<file path="config.mk">
export PLATFORM = sky130hd
export DESIGN_NAME = sequence_generator
export DESIGN_NICKNAME = d
export VERILOG_FILES = /design/src/rtl/sequence_generator.sv
export SDC_FILE = /design/constraint.sdc
export NUM_CORES = 1
export LEC_CHECK = 0
export CORE_ASPECT_RATIO = 0.5
export CORE_UTILIZATION = 55
export DETAILED_ROUTE_END_ITERATION = 16
export HOLD_SLACK_MARGIN = 0.05
export PLACE_DENSITY = 0.78
export SLEW_MARGIN = 10
export SYNTH_ARGS = -nofsm -noshare
export SYNTH_HDL_FRONTEND = slang
export SYNTH_SLANG_ARGS = --single-unit
</file>
<file path="constraint.sdc">
create_clock -name clk -period 2.4 [get_ports clk]
set_input_delay 0.48 -clock clk [delete_from_list [all_inputs] [get_ports clk]]
set_output_delay 0.48 -clock clk [all_outputs]
set_load 0.01 [all_outputs]
</file>
<file path="src/rtl/sequence_generator.sv">
// sequence_generator: serial pattern transmitter feeding the one-bit `w`
// input of the Mealy sequence detectors. Latches an N-bit pattern on
// `start` and shifts it out MSB-first, repeated `reps` times with `gap`
// zero bits between repetitions.
//
// The state register advances on the accepting edge; the registered
// outputs for a state appear on the following edge. A transfer therefore
// shows one all-zero cycle after acceptance, then the bit stream, then a
// single `done` cycle.

module sequence_generator #(
    parameter int unsigned N = 4
) (
    input  logic         clk,
    input  logic         reset_n,
    input  logic         start,
    input  logic [N-1:0] pattern,
    input  logic [3:0]   reps,
    input  logic [1:0]   gap,
    input  logic         abort,
    output logic         w,
    output logic         w_valid,
    output logic         busy,
    output logic         done
);

    localparam int unsigned BIT_W = (N > 2) ? $clog2(N) : 1;
    localparam int unsigned REP_W = 4;
    localparam int unsigned GAP_W = 2;

    localparam logic [BIT_W-1:0] BIT_LAST = BIT_W'(N - 1);

    typedef enum logic [1:0] {
        IDLE = 2'd0,
        SEND = 2'd1,
        GAP  = 2'd2,
        DONE = 2'd3
    } state_t;

    state_t             state;
    logic [N-1:0]       sreg;
    logic [N-1:0]       pat_q;
    logic [REP_W-1:0]   reps_q;
    logic [GAP_W-1:0]   gap_q;
    logic [BIT_W-1:0]   bit_cnt;
    logic [REP_W-1:0]   rep_cnt;
    logic [GAP_W-1:0]   gap_cnt;

    // Transfer FSM with shift register, counters and registered outputs.
    always_ff @(posedge clk or negedge reset_n) begin
        if (!reset_n) begin
            state   <= IDLE;
            sreg    <= '0;
            pat_q   <= '0;
            reps_q  <= '0;
            gap_q   <= '0;
            bit_cnt <= '0;
            rep_cnt <= '0;
            gap_cnt <= '0;
            w       <= 1'b0;
            w_valid <= 1'b0;
            busy    <= 1'b0;
            done    <= 1'b0;
        end else begin
            w       <= 1'b0;
            w_valid <= 1'b0;
            busy    <= 1'b0;
            done    <= 1'b0;

            case (state)
                IDLE: begin
                    if (start && !abort) begin
                        pat_q   <= pattern;
                        sreg    <= pattern;
                        reps_q  <= reps;
                        gap_q   <= gap;
                        bit_cnt <= '0;
                        rep_cnt <= '0;
                        gap_cnt <= '0;
                        state   <= (reps == '0) ? DONE : SEND;
                    end
                end

                SEND: begin
                    if (abort) begin
                        state <= IDLE;
                    end else begin
                        w       <= sreg[N-1];
                        w_valid <= 1'b1;
                        busy    <= 1'b1;
                        sreg    <= {sreg[N-2:0], 1'b0};
                        if (bit_cnt == BIT_LAST) begin
                            bit_cnt <= '0;
                            rep_cnt <= rep_cnt + REP_W'(1);
                            if (rep_cnt == reps_q - REP_W'(1)) begin
                                state <= DONE;
                            end else if (gap_q != '0) begin
                                gap_cnt <= '0;
                                state   <= GAP;
                            end else begin
                                // Back-to-back repetition: next MSB follows with no bubble.
                                sreg <= pat_q;
                            end
                        end else begin
                            bit_cnt <= bit_cnt + BIT_W'(1);
                        end
                    end
                end

                GAP: begin
                    if (abort) begin
                        state <= IDLE;
                    end else begin
                        busy <= 1'b1;
                        if (gap_cnt == gap_q - GAP_W'(1)) begin
                            sreg  <= pat_q;
                            state <= SEND;
                        end else begin
                            gap_cnt <= gap_cnt + GAP_W'(1);
                        end
                    end
                end

                DONE: begin
                    done  <= 1'b1;
                    state <= IDLE;
                end

                default: begin
                    state <= IDLE;
                end
            endcase
        end
    end

endmodule
</file>
==> impl_metrics.yaml, run 1 <==
cells_and_area:
  nets: 197
  multiInputGateArea_sq_um: 825
  nFillCells: 202
  area_delta_synth_final_pct: 17.6
  num_antenna_cells: 0
  layout-drive-gt1-share_pct: 14.5
  final_area_sq_um: 1880
  regArea_sq_um: 701
hold_path:
  whs_path_depth: 1
  hp-class: "reg2reg"
  whs_endpoint: "w"
  min_from: "sreg[3]"
timing:
  final.setup_skew_ns: 0.00430
  period_share_pct: 85.8
  slew_viol_final: 0
  tightest_slew_ns: 0.525
  min_period_ns: 2.06
  rsz0062_at_grt: "false"
  relSlewSlack_pct: 64.7
  timing.fmax_ghz: 0.486
  worst_hold_slack_ns: 0.490
  setup_violations: 0
  fin_setup_tns_ns: 0
  final-hold-violation-count: 0
cts:
  cts_buffers: 3
  cts.path.max_buffers: 2
  hold_buffers: 0
  cts_tree: "yes"
  cts_resized: 0
  cts.sinks: 28
  htreeDepth: 1
  postCtsSetupBuffers: 0
  insertion_delay_ns: 0.27
  path_clk_slew_ns: 0.09
  root_buffer: "clkbuf_8"
floorplanning:
  fp.dieW_um: 78.3
  dieArea_sq_um: 3150
  die_y_um: 40.2
  rows: 13
  core_area_sq_um: 2680
  pin_count: 18
  initial_core_util_pct: 59.7
critical_path:
  cp_max_fo: 4
  r2r_start: "reps_q[0]"
  crit_type: "reg2reg"
  startpoint: "reps_q[0]"
  worstSetupEndpointType: "flop"
  r2r_cells: 7
  cp.required_ns: 2.60
  worst-r2r-setup-slack_ns: 0.34
  start_kind: "flop"
  reg2reg_to: "state[1]"
  critPathArrivalTime_ns: 2.25
global_routing:
  grt_pass1_wl_mm: 5.20
  grt_pass1_vias: 1076
  grt-ovfl-total: 0
  antenna_found_initial: 0
  grt_max_degree: 29
  track_usage_pct: 23.1
yosys:
  ys_warn_count: 0
  synth_compound_area_share_pct: 13.6
  ys_seq_elements: 28
  synth-adder-area-share_pct: 6.25
  synth_most_common_cell: "dfrtp_1"
  synth-seq-area-share_pct: 43.7
  synth_xor_xnor_area_share_pct: 6.40
  synth_area_leaders: "dfrtp_1 (44%), mux2i_1 (6.9%), ha_1 (6.2%)"
  ys_async_sr_fraction_pct: 100
  synthesis.area_sq_um: 1600
  ys.flop_type: "dfrtp_1"
  synth_common_cells: "dfrtp_1 (28), inv_1 (15), mux2i_1 (11)"
  yosysTopAreaCellShare_pct: 43.7
  syn_inst: 152
  synthMuxAreaShare_pct: 11.8
  synth_nets: 174
  synth_top_family_by_area: "compound AO/OA/AOI/OAI gates"
  synth_simple_gate_area_share_pct: 13.4
  yosysUniqueCellTypes: 38
  synth_edf_count: 0
  synth_top_area_cell: "dfrtp_1"
  postSynthAreaPerCell_sq_um: 10.5
detailed_routing:
  drc: 0
  dr.pass1.iters: 4
  via_per_inst: 5.54
  drtIter0Drc: 63
  totalWireLength_mm: 3.15
  vias: 1164
  ant_nets: 0
  wl_per_cell_um: 15.0
status:
  status: "finished clean"
place:
  port_buffers: 17
  dp_hpwl_mm: 2.32
  gp_routability_congestion: 0.830
  place_area_sq_um: 1840
power_and_ir_drop:
  leakage_nw: 0.838
  powerDensity_nw_per_um2: 1250
  ir_drop_uv: 666
job:
  maxCapViolCount: 0
==> logic make-up after synthesis <==
logic type               count (synthesis)
buffers and inverters                   20
flip-flops                              28
XOR/XNOR                                 9
AO/OA/AOI/OAI                           29
multiplexers                            18
adder cells (fa/ha/maj)                  8
AND/OR/NAND/NOR                         40
==> per-stage QoR <==
step	cells	util [%]	setup WS (ns)	power, mW
2_1_floorplan	152	-	0.547	1.77
3_3_place_gp	207	68.7	0.272	2.04
3_5_place_dp	207	68.7	0.260	2.10
4_1_cts	210	70.2	0.320	2.37
5_1_grt	210	70.2	0.228	2.55
6_report	210	70.2	0.341	2.36
==> cells in the final DEF, fill, tap and decap left out, types with 4 or more instances in the layout <==
| master | Yosys | routed |
|---|---|---|
| nor2b_1 | 4 | 4 |
| xor2_1 | 5 | 5 |
| inv_1 | 15 | 15 |
| nand2_1 | 9 | 9 |
| nor2_1 | 8 | 8 |
| o21ai_0 | 9 | 9 |
| clkdlybuf4s50_1 | 0 | 17 |
| buf_4 | 0 | 6 |
| mux2i_1 | 11 | 11 |
| mux2_2 | 7 | 7 |
| ha_1 | 8 | 8 |
| nand3_1 | 7 | 7 |
| dfrtp_1 | 28 | 28 |
==> flip-flops by register name, summed over array words and instances (netlist names) <==
signal   count
bit_cnt      2
busy         1
state        2
reps_q       4
w            1
rep_cnt      4
gap_cnt      2
pat_q        4
gap_q        2
sreg         4
done         1
w_valid      1
==> worst max-delay path, stage by stage, from the launching register on <==
cell and delay [ns]:
dfrtp_1 0.42, inv_1 0.07, ha_1 0.14, xor3_2 0.45, nor3_4 0.20, nand2_1 0.09, a311oi_2 0.36, mux2i_1 0.25
==> worst max-delay path by stage <==
stage	slack (ns)	cells after the start	endpoint
after floorplan	0.55	7	sreg[0]
after global placement	0.27	6	sreg[3]
after detailed placement	0.26	6	sreg[1]
after CTS	0.32	7	state[1]
after global routing	0.23	7	state[1]
final	0.34	7	state[1]
==> power breakdown <==
group	leakage, nW	switching (mW)	internal, mW
Combinational	0.459	0.666	0.616
Clock	0.0216	0.139	0.113
Sequential	0.357	0.158	0.666
Total	0.838	0.964	1.39
==> routing by layer <==
| metal | track usage (%) | vias to the layer above | share of wire [%] |
|---|---|---|---|
| met4 | 6.94 | 0 | 0.89 |
| met3 | 5.45 | 5 | 4.5 |
| li1 | - | 574 | - |
| met2 | 40.4 | 25 | 47 |
| met1 | 29.7 | 560 | 47 |
| met5 | 0 | - | 0 |
==> final cells by class <==
cell class,instances,share of cell area [%]
multi-input combinational,104,43.8
inverter,15,2.99
timing repair buffer,23,11.4
sequential,28,37.2
clock buffer,3,2.19
tap,37,2.46
(Power assumes the default switching activity.)
==> run 2, diff against run 1 <==
--- a/config.mk
+++ b/config.mk
@@ -5,7 +5,9 @@
 export SDC_FILE = /design/constraint.sdc
 export NUM_CORES = 1
 export LEC_CHECK = 0
+export CAP_MARGIN = 5
 export CORE_ASPECT_RATIO = 0.5
+export CORE_MARGIN = 2
 export CORE_UTILIZATION = 55
 export DETAILED_ROUTE_END_ITERATION = 16
 export HOLD_SLACK_MARGIN = 0.05
==> constraint.sdc (replaced) <==
create_clock -name clk -period 2.1 [get_ports clk]
set_input_delay 0.42 -clock clk [delete_from_list [all_inputs] [get_ports clk]]
set_output_delay 0.42 -clock clk [all_outputs]
set_load 0.01 [all_outputs]
==> run 2 against run 1 <==
  * Clock power is 15% higher
  * Fmax is 4.9% higher
  * Clock skew is 0.00091 ns lower
  * Utilization is 1.6 points higher
  * Sequential cell count stayed put
  * Register-to-register slack worse by 0.20 ns
  * Sequential power is 14% higher
  * Power is 17% higher
  * Critical path depth stayed put
  * Critical endpoint is now sreg[0]
  * Non-clock buffer count is 4 higher
  * Clock-buffer cell count stayed put
==> impl_metrics.yaml, run 2 (synthesized netlist as in run 1, its figures left out) <==
status:
  status: "finished clean"
timing:
  worst_hold_slack_ns: 0.511
  tightest_slew_ns: 0.606
  setup_violations: 0
  rsz0062_at_grt: "false"
  final.setup_skew_ns: 0.00340
  timing.fmax_ghz: 0.509
  period_share_pct: 93.5
  final-hold-violation-count: 0
  slew_viol_final: 0
  relSlewSlack_pct: 59.4
  timing.final.ws_setup_ns: 0.136
  min_period_ns: 1.96
  fin_setup_tns_ns: 0
cells_and_area:
  nets: 201
  num_antenna_cells: 0
  layout_commonest_cell: "dfrtp_1"
  regArea_sq_um: 702
  nFillCells: 208
  area_delta_synth_final_pct: 20.3
  layout-drive-gt1-share_pct: 16.9
  multiInputGateArea_sq_um: 825
  final_util_pct: 71.8
  layout_common_cells: "dfrtp_1 (27), clkdlybuf4s50_1 (17), inv_1 (15)"
place:
  dp_hpwl_mm: 2.56
  gp_routability_congestion: 0.810
  place_ws_ns: -0.0671
  port_buffers: 17
detailed_routing:
  via_per_inst: 5.51
  dr.pass1.iters: 6
  drtIter0Drc: 40
  drc: 0
  wl_per_cell_um: 15.2
  totalWireLength_mm: 3.26
  ant_nets: 0
  vias: 1180
critical_path:
  r2r_cells: 7
  critPathArrivalTime_ns: 2.16
  crit_type: "reg2reg"
  worstSetupEndpointType: "flop"
  start_kind: "flop"
  cp.required_ns: 2.30
  cp_max_fo: 5
cts:
  htreeDepth: 1
  cts.path.max_buffers: 2
  postCtsSetupBuffers: 0
  cts_tree: "yes"
  root_buffer: "clkbuf_8"
  cts_buffers: 3
  hold_buffers: 0
  path_clk_slew_ns: 0.09
  insertion_delay_ns: 0.27
  cts.sinks: 28
floorplanning:
  initial_core_util_pct: 59.7
  die_y_um: 42.2
  dieArea_sq_um: 3390
  rows: 13
  pin_count: 18
  core_area_sq_um: 2680
  fp.dieW_um: 80.3
global_routing:
  grt_pass1_vias: 1214
  antenna_found_initial: 0
  grt-ovfl-total: 0
  grt_pass1_wl_mm: 5.51
  track_usage_pct: 21.7
  grt_max_degree: 29
power_and_ir_drop:
  power.total_mw: 2.75
  powerDensity_nw_per_um2: 1430
  leakage_nw: 0.863
  ir_drop_uv: 977
job:
  maxCapViolCount: 0
hold_path:
  hp-class: "in2async"
run 2: cell types whose count changed in the layout (fill, tap and decap cells not counted), sizes merged:
cell	previous run	this run
buf	6	10
run 2: layer usage:
| layer | vias to the layer above | global-route usage [%] | routed length, um |
|---|---|---|---|
| met5 | - | 0 | 0 |
| met4 | 0 | 3.05 | 25 |
| met3 | 6 | 5.17 | 137 |
| met2 | 23 | 38.7 | 1590 |
| met1 | 570 | 27.5 | 1510 |
| li1 | 581 | - | - |
run 2: what timing repair did:
item | 4_1_cts | 5_1_grt
endpoints found under the setup margin | 0 | 6
hold endpoints to repair | 0 | 0
resized for setup | 0 | 1
run 2: critical path, stage by stage, from the launching register on:
cell	delay (ns)
dfrtp_2	0.42
inv_1	0.05
ha_1	0.32
xor2_1	0.24
a21bo_1	0.20
o211ai_1	0.27
nor2b_1	0.23
nor3_1	0.15
run 2: final cells by class:
type                       count  share of cell area, %
sequential                    28                   36.4
timing repair buffer          27                   13.4
multi-input combinational    104                   42.8
clock buffer                   3                   2.14
inverter                      15                   2.92
tap                           37                   2.40
run 2: stage by stage:
stage	instance area [sq um]	std cells
after global routing	1930	214
final	1930	214
after global placement	1890	211
after floorplan	1600	152
after CTS	1930	214
after detailed placement	1890	211
run 2: path summary, 6_finish.rpt:
check                                end     start  slack (ns)
worst max-delay path             sreg[0]  gap_q[0]        0.14
worst min-delay path             sreg[3]   reset_n        0.51
worst max register to register   sreg[0]  gap_q[0]        0.14
worst min register to register         w   sreg[3]        0.51
max in group asynchronous       gap_q[0]   reset_n        1.31
min in group clk                       w   sreg[3]        0.51
run 2: power by group:
part / leakage (nW) / switching (mW) / internal (mW)
sequential: 0.356 / 0.179 / 0.763
combinational: 0.485 / 0.780 / 0.740
clock: 0.0216 / 0.160 / 0.129
==> run 3, diff against run 2 <==
--- a/config.mk
+++ b/config.mk
@@ -5,7 +5,7 @@
 export SDC_FILE = /design/constraint.sdc
 export NUM_CORES = 1
 export LEC_CHECK = 0
-export CAP_MARGIN = 5
+export CAP_MARGIN = 30
 export CORE_ASPECT_RATIO = 0.5
 export CORE_MARGIN = 2
 export CORE_UTILIZATION = 55
==> results of run 3 <==
Same layout as run 2: the final DEF is identical, and so are final timing and power.
==> edit 1, RTL diff (config.mk and constraints of run 3) <==
Add an input register stage for `start`, `pattern`, `reps`, `gap` and `abort`; this delays them by one clock.
--- a/src/rtl/sequence_generator.sv
+++ b/src/rtl/sequence_generator.sv
@@ -38,4 +38,18 @@
     } state_t;
 
+    logic start_q;
+    logic [N-1:0] pattern_q;
+    logic [3:0] reps_r;
+    logic [1:0] gap_r;
+    logic abort_q;
+
+    always_ff @(posedge clk) begin
+        start_q   <= start;
+        pattern_q <= pattern;
+        reps_r    <= reps;
+        gap_r     <= gap;
+        abort_q   <= abort;
+    end
+
     state_t             state;
     logic [N-1:0]       sreg;
@@ -70,18 +84,18 @@
             case (state)
                 IDLE: begin
-                    if (start && !abort) begin
-                        pat_q   <= pattern;
-                        sreg    <= pattern;
-                        reps_q  <= reps;
-                        gap_q   <= gap;
+                    if (start_q && !abort_q) begin
+                        pat_q   <= pattern_q;
+                        sreg    <= pattern_q;
+                        reps_q  <= reps_r;
+                        gap_q   <= gap_r;
                         bit_cnt <= '0;
                         rep_cnt <= '0;
                         gap_cnt <= '0;
-                        state   <= (reps == '0) ? DONE : SEND;
+                        state   <= (reps_r == '0) ? DONE : SEND;
                     end
                 end
 
                 SEND: begin
-                    if (abort) begin
+                    if (abort_q) begin
                         state <= IDLE;
                     end else begin
@@ -109,5 +123,5 @@
 
                 GAP: begin
-                    if (abort) begin
+                    if (abort_q) begin
                         state <= IDLE;
                     end else begin
Formal check against the unedited RTL: not equivalent (a bounded check fails within 4 cycles, from zero or initial values and one cycle with reset_n low).
==> edit 1 against run 3 <==
Die area rose by 21%; power rose by 41%; synthesized area rose by 23%; worst setup slack got worse by 0.12 ns; routed wire length rose by 23%; hold slack got worse by 0.044 ns; via count rose by 25%; design area rose by 28%; highest routed layer unchanged; sequential share of layout area rose by 1.7 points; largest power group unchanged; sequential cell count rose by 12; sequential power rose by 26%; non-clock buffer count rose by 10; critical path type unchanged; clock skew rose by 0.0069 ns.
==> edit 1: results (changes against run 3) <==
Outcome
  • Status: complete, no violations

CTS
  • Cts bufs inserted: 5 (+2)
  • Clock Sinks: 40 (+43%)
  • Worst-Skew Late Latency: 0.29 ns (+0.02 ns)
  • H-tree depth: 2 (+1)

STA
  • Maximum clock rate: 481 MHz (-5.6%)
  • Rel. slew slack: 69.3% (+9.9 points)
  • Hold_ws: 0.467 ns (-0.0443 ns)
  • Clock Skew: 0.0103 ns (+0.00691 ns)

Critical path
  • Worst r2r src: state[1]
  • Largest delay share family, worst path: simple AND/OR/NAND/NOR gates
  • Crit path largest cell delay: 0.52 ns (+0.10 ns)
  • RR Endpoint: sreg[2]
  • Setup slack, reg-to-reg: 0.02 ns (-0.12 ns)
  • Worst EP arrival: 2.31 ns (+0.15 ns)

Final layout
  • Reg area: 941 sq um (+34%)
  • Final net count: 236 (+17%)
  • Area of the multi-input gates: 996 sq um (+21%)
  • Seq area share: 38.1% (+1.7 points)
  • Fill cells: 246 (+18%)
  • Clk_buf instances: 8 (+5)
  • Ratio of cells with drive above 1 in the final layout: 25.1% (+8.2 points)
  • Post-route insts no fill: 266 (+24%)
  • Layout buffering overhead excluding clock cells: 13.4% (+0.070 points)
  • Inverters: 12 (-3)
  • Plain + repair buffers: 37 (+37%)
  • Clock-cell share: 3.65% (+1.5 points)
  • #MultiIn Comb: 118 (+13%)

Synth
  • Synth Area in Compound Gates: 18.4% (+4.8 points)
  • Syn_nets: 200 (+15%)
  • Synth Area in XOR/XNOR: 5.02% (-1.4 points)
  • Syn Area/Cell: 11.1 sq um (+4.9%)
  • Post-synthesis adder-cell area fraction: 5.08% (-1.2 points)
  • Top post-synthesis cells by count: dfrtp_1 (28), dfxtp_1 (12), inv_1 (12)
  • Most area-consuming cells after synthesis: dfrtp_1 (36%), dfxtp_1 (12%), mux2_2 (6.3%)
  • Asr flop ratio synth: 70.0% (-30 points)
  • Seq/Total Area, Yosys: 47.8% (+4.1 points)
  • Yosys cell types: 49 (+29%)

Placed design
  • Placed cell count: 251 (+19%)
  • Dpl ws: -0.0406 ns (+0.0264 ns)
  • GPL Wtd Cong: 0.948 (+17%)
  • Post-placement cell area: 2250 sq um (+19%)

Power
  • Net Sw Frac: 39.7% (-0.99 points)
  • Leakage power: 1.08 nW (+26%)
  • Pwr/cell area: 1570 nW/um^2 (+10%)
  • P_seq: 1.19 mW (+26%)

Global routing
  • First-pass GRT wire length: 6.51 mm (+18%)
  • Overall global routing resource usage: 21.6% (-0.12 points)
  • Initial antenna violation count: 0 (unchanged)
  • Vias in the first global route: 1433 (+18%)

Floorplanning
  • Core area: 3430 sq um (+28%)

Detailed routing
  • Drt pass-1 iters: 4 (-2)
  • Via-to-Cell Ratio: 5.56 (+0.84%)
  • Routed len/inst: 15.0 microns (-1.4%)

Worst hold path
  • Hold Path Class: reg -> reg
==> edit 1: changes by cell type in the layout (fill, tap and decap cells not counted), moves of 4 or more <==
cell / before / now
dfxtp_1: 0 / 12
o2111ai_2: 0 / 4
mux2i_1: 11 / 3
inv_1: 15 / 10
mux2_2: 7 / 11
buf_4: 9 / 17
==> edit 1: repair_timing <==
| action | 4_1_cts | 5_1_grt |
|---|---|---|
| buffers inserted | 5 | 2 |
| gates resized for setup | 1 | 15 |
| setup endpoints to repair | 2 | 6 |
| pin swaps | 0 | 5 |
==> edit 1: per-layer routing <==
| layer | routed length (microns) | part of all wire [%] | track usage, % |
|---|---|---|---|
| met2 | 1910 | 48 | 34.8 |
| met5 | 0 | 0 | 0 |
| met4 | 27 | 0.68 | 6.67 |
| met1 | 1870 | 47 | 28.8 |
| met3 | 186 | 4.7 | 5.91 |
==> edit 2, RTL diff (config.mk and constraints of run 3) <==
Without the edit above. The parameter `N` goes from 4 to 8.
--- a/src/rtl/sequence_generator.sv
+++ b/src/rtl/sequence_generator.sv
@@ -10,5 +10,5 @@
 
 module sequence_generator #(
-    parameter int unsigned N = 4
+    parameter int unsigned N = 8
 ) (
     input  logic         clk,
Interface: changed (resized pattern); port bits go from 18 to 22. No check against the original RTL was run, so the function may have changed too.
==> edit 2 against run 3 <==
Routed wire length up 76%; clock power increased to 2.6 times the old value; sequential cell count is 9 higher; design area grew 54%; die area up 42%; hold slack worse by 0.36 ns; synthesized area rose by 46%; synthesized cell count increased by 53%; power grew 68%; worst setup slack worse by 0.038 ns; critical endpoint is now sreg[6]; largest cell class unchanged; largest power group unchanged; highest routed layer unchanged.
==> edit 2: results (changes against run 3) <==
Placed design
  • GPL Wtd Cong: 0.871 (+7.5%)
  • Post-DP HPWL: 3.92 mm (+53%)
  • Post-placement cell area: 2760 sq um (+47%)
  • Port buffer count: 21 (+4)
  • Placed cell count: 318 (+51%)
  • Dpl ws: -0.00139 ns (+0.0657 ns)

STA
  • Rel. slew slack: 67.8% (+8.3 points)
  • Clock Skew: 0.00521 ns (+0.00182 ns)

Final layout
  • #MultiIn Comb: 174 (+67%)
  • Fill cells: 261 (+25%)
  • Multi-input logic portion of the cell area: 46.7% (+4.0 points)
  • Layout buffering overhead excluding clock cells: 14.1% (+0.75 points)
  • Final net count: 298 (+48%)
  • Reg area: 927 sq um (+32%)
  • Clock-cell share: 4.51% (+2.4 points)
  • Plain + repair buffers: 44 (+63%)
  • Ratio of cells with drive above 1 in the final layout: 26.5% (+9.5 points)
  • Area of the multi-input gates: 1390 sq um (+68%)
  • Inverters: 9 (-6)

Power
  • Max VDD drop: 0.862 mV (-12%)
  • Leakage power: 1.24 nW (+44%)

Outcome
  • Status: complete, no violations

Synth
  • Seq/Total Area, Yosys: 39.6% (-4.1 points)
  • Syn_nets: 259 (+49%)
  • Top post-synthesis cells by count: dfrtp_1 (37), nand3_1 (17), mux2_2 (14), nor2_1 (14), o2111ai_1 (14)
  • Yosys cell types: 47 (+24%)
  • Cell count after synthesis: 232 (+53%)
  • Most area-consuming cells after synthesis: dfrtp_1 (40%), mux2_2 (6.7%), o2111ai_1 (5.2%)

Global routing
  • First-pass GRT wire length: 9.71 mm (+76%)
  • Largest net degree at the start of global routing: 38 (+31%)
  • Vias in the first global route: 2121 (+75%)
  • Overall global routing resource usage: 26.8% (+5.1 points)

CTS
  • Clock Sinks: 37 (+32%)
  • Worst-Skew Late Latency: 0.30 ns (+0.03 ns)
  • Cts bufs inserted: 5 (+2)
  • H-tree depth: 2 (+1)

Critical path
  • Worst EP arrival: 2.24 ns (+0.08 ns)
  • CP Max Fanout: 7 (+2)

Detailed routing
  • Vias after detailed routing: 2031 (+72%)
  • Routed len/inst: 17.6 microns (+15%)
  • Drt pass-1 iters: 5 (-1)
  • Via-to-Cell Ratio: 6.23 (+13%)
  • First DRT Iteration DRCs: 140 (+250%)
edit 2: per-layer routing:
metal | GRT usage [%] | vias up | wire length [microns]
met3 | 6.73 | 16 | 243
met1 | 35.4 | 999 | 2530
met5 | 0 | - | 0
met2 | 42.9 | 60 | 2840
li1 | - | 956 | -
met4 | 9.05 | 0 | 122
edit 2: path summary, 6_finish.rpt:
check | end | from | slack (ns) | depth (start not counted)
max in group asynchronous | state[0] | reset_n | 1.58 | 2
worst min register to register | bit_cnt[1] | bit_cnt[1] | 0.48 | 2
worst max register to register | sreg[6] | reps_q[1] | 0.1 | 7
min in group clk | bit_cnt[1] | bit_cnt[1] | 0.48 | 2
worst min-delay path | pat_q[3] | reset_n | 0.15 | 2
worst max-delay path | sreg[6] | reps_q[1] | 0.1 | 7
edit 2: cell families (layout without fill, tap and decap cells):
group / Yosys count / in the layout / share of synthesized area, %
XOR/XNOR: 7 / 7 / 3.91
AO/OA/AOI/OAI: 72 / 72 / 23.7
AND/OR/NAND/NOR: 71 / 71 / 17.0
multiplexers: 15 / 15 / 7.18
buffers and inverters: 21 / 61 / 3.80
adder cells (fa/ha/maj): 9 / 9 / 4.82
flip-flops: 37 / 37 / 39.6
edit 2: critical path: stages, from the launching register on:
cell and delay (ns):
dfrtp_1 0.37, inv_1 0.05, ha_1 0.19, xor3_1 0.41, nor3_4 0.25, a21o_1 0.35
o2111ai_1 0.19, nand3_1 0.13
edit 2: power by group:
part	internal (mW)	switching, mW	leakage (nW)
Combinational	1.20	1.47	0.710
Clock	0.472	0.283	0.0681
Sequential	1.00	0.206	0.465
edit 2: repair_timing:
action,in CTS,in global routing
pin swaps,0,1
setup endpoints to repair,2,12
gates resized for setup,2,21
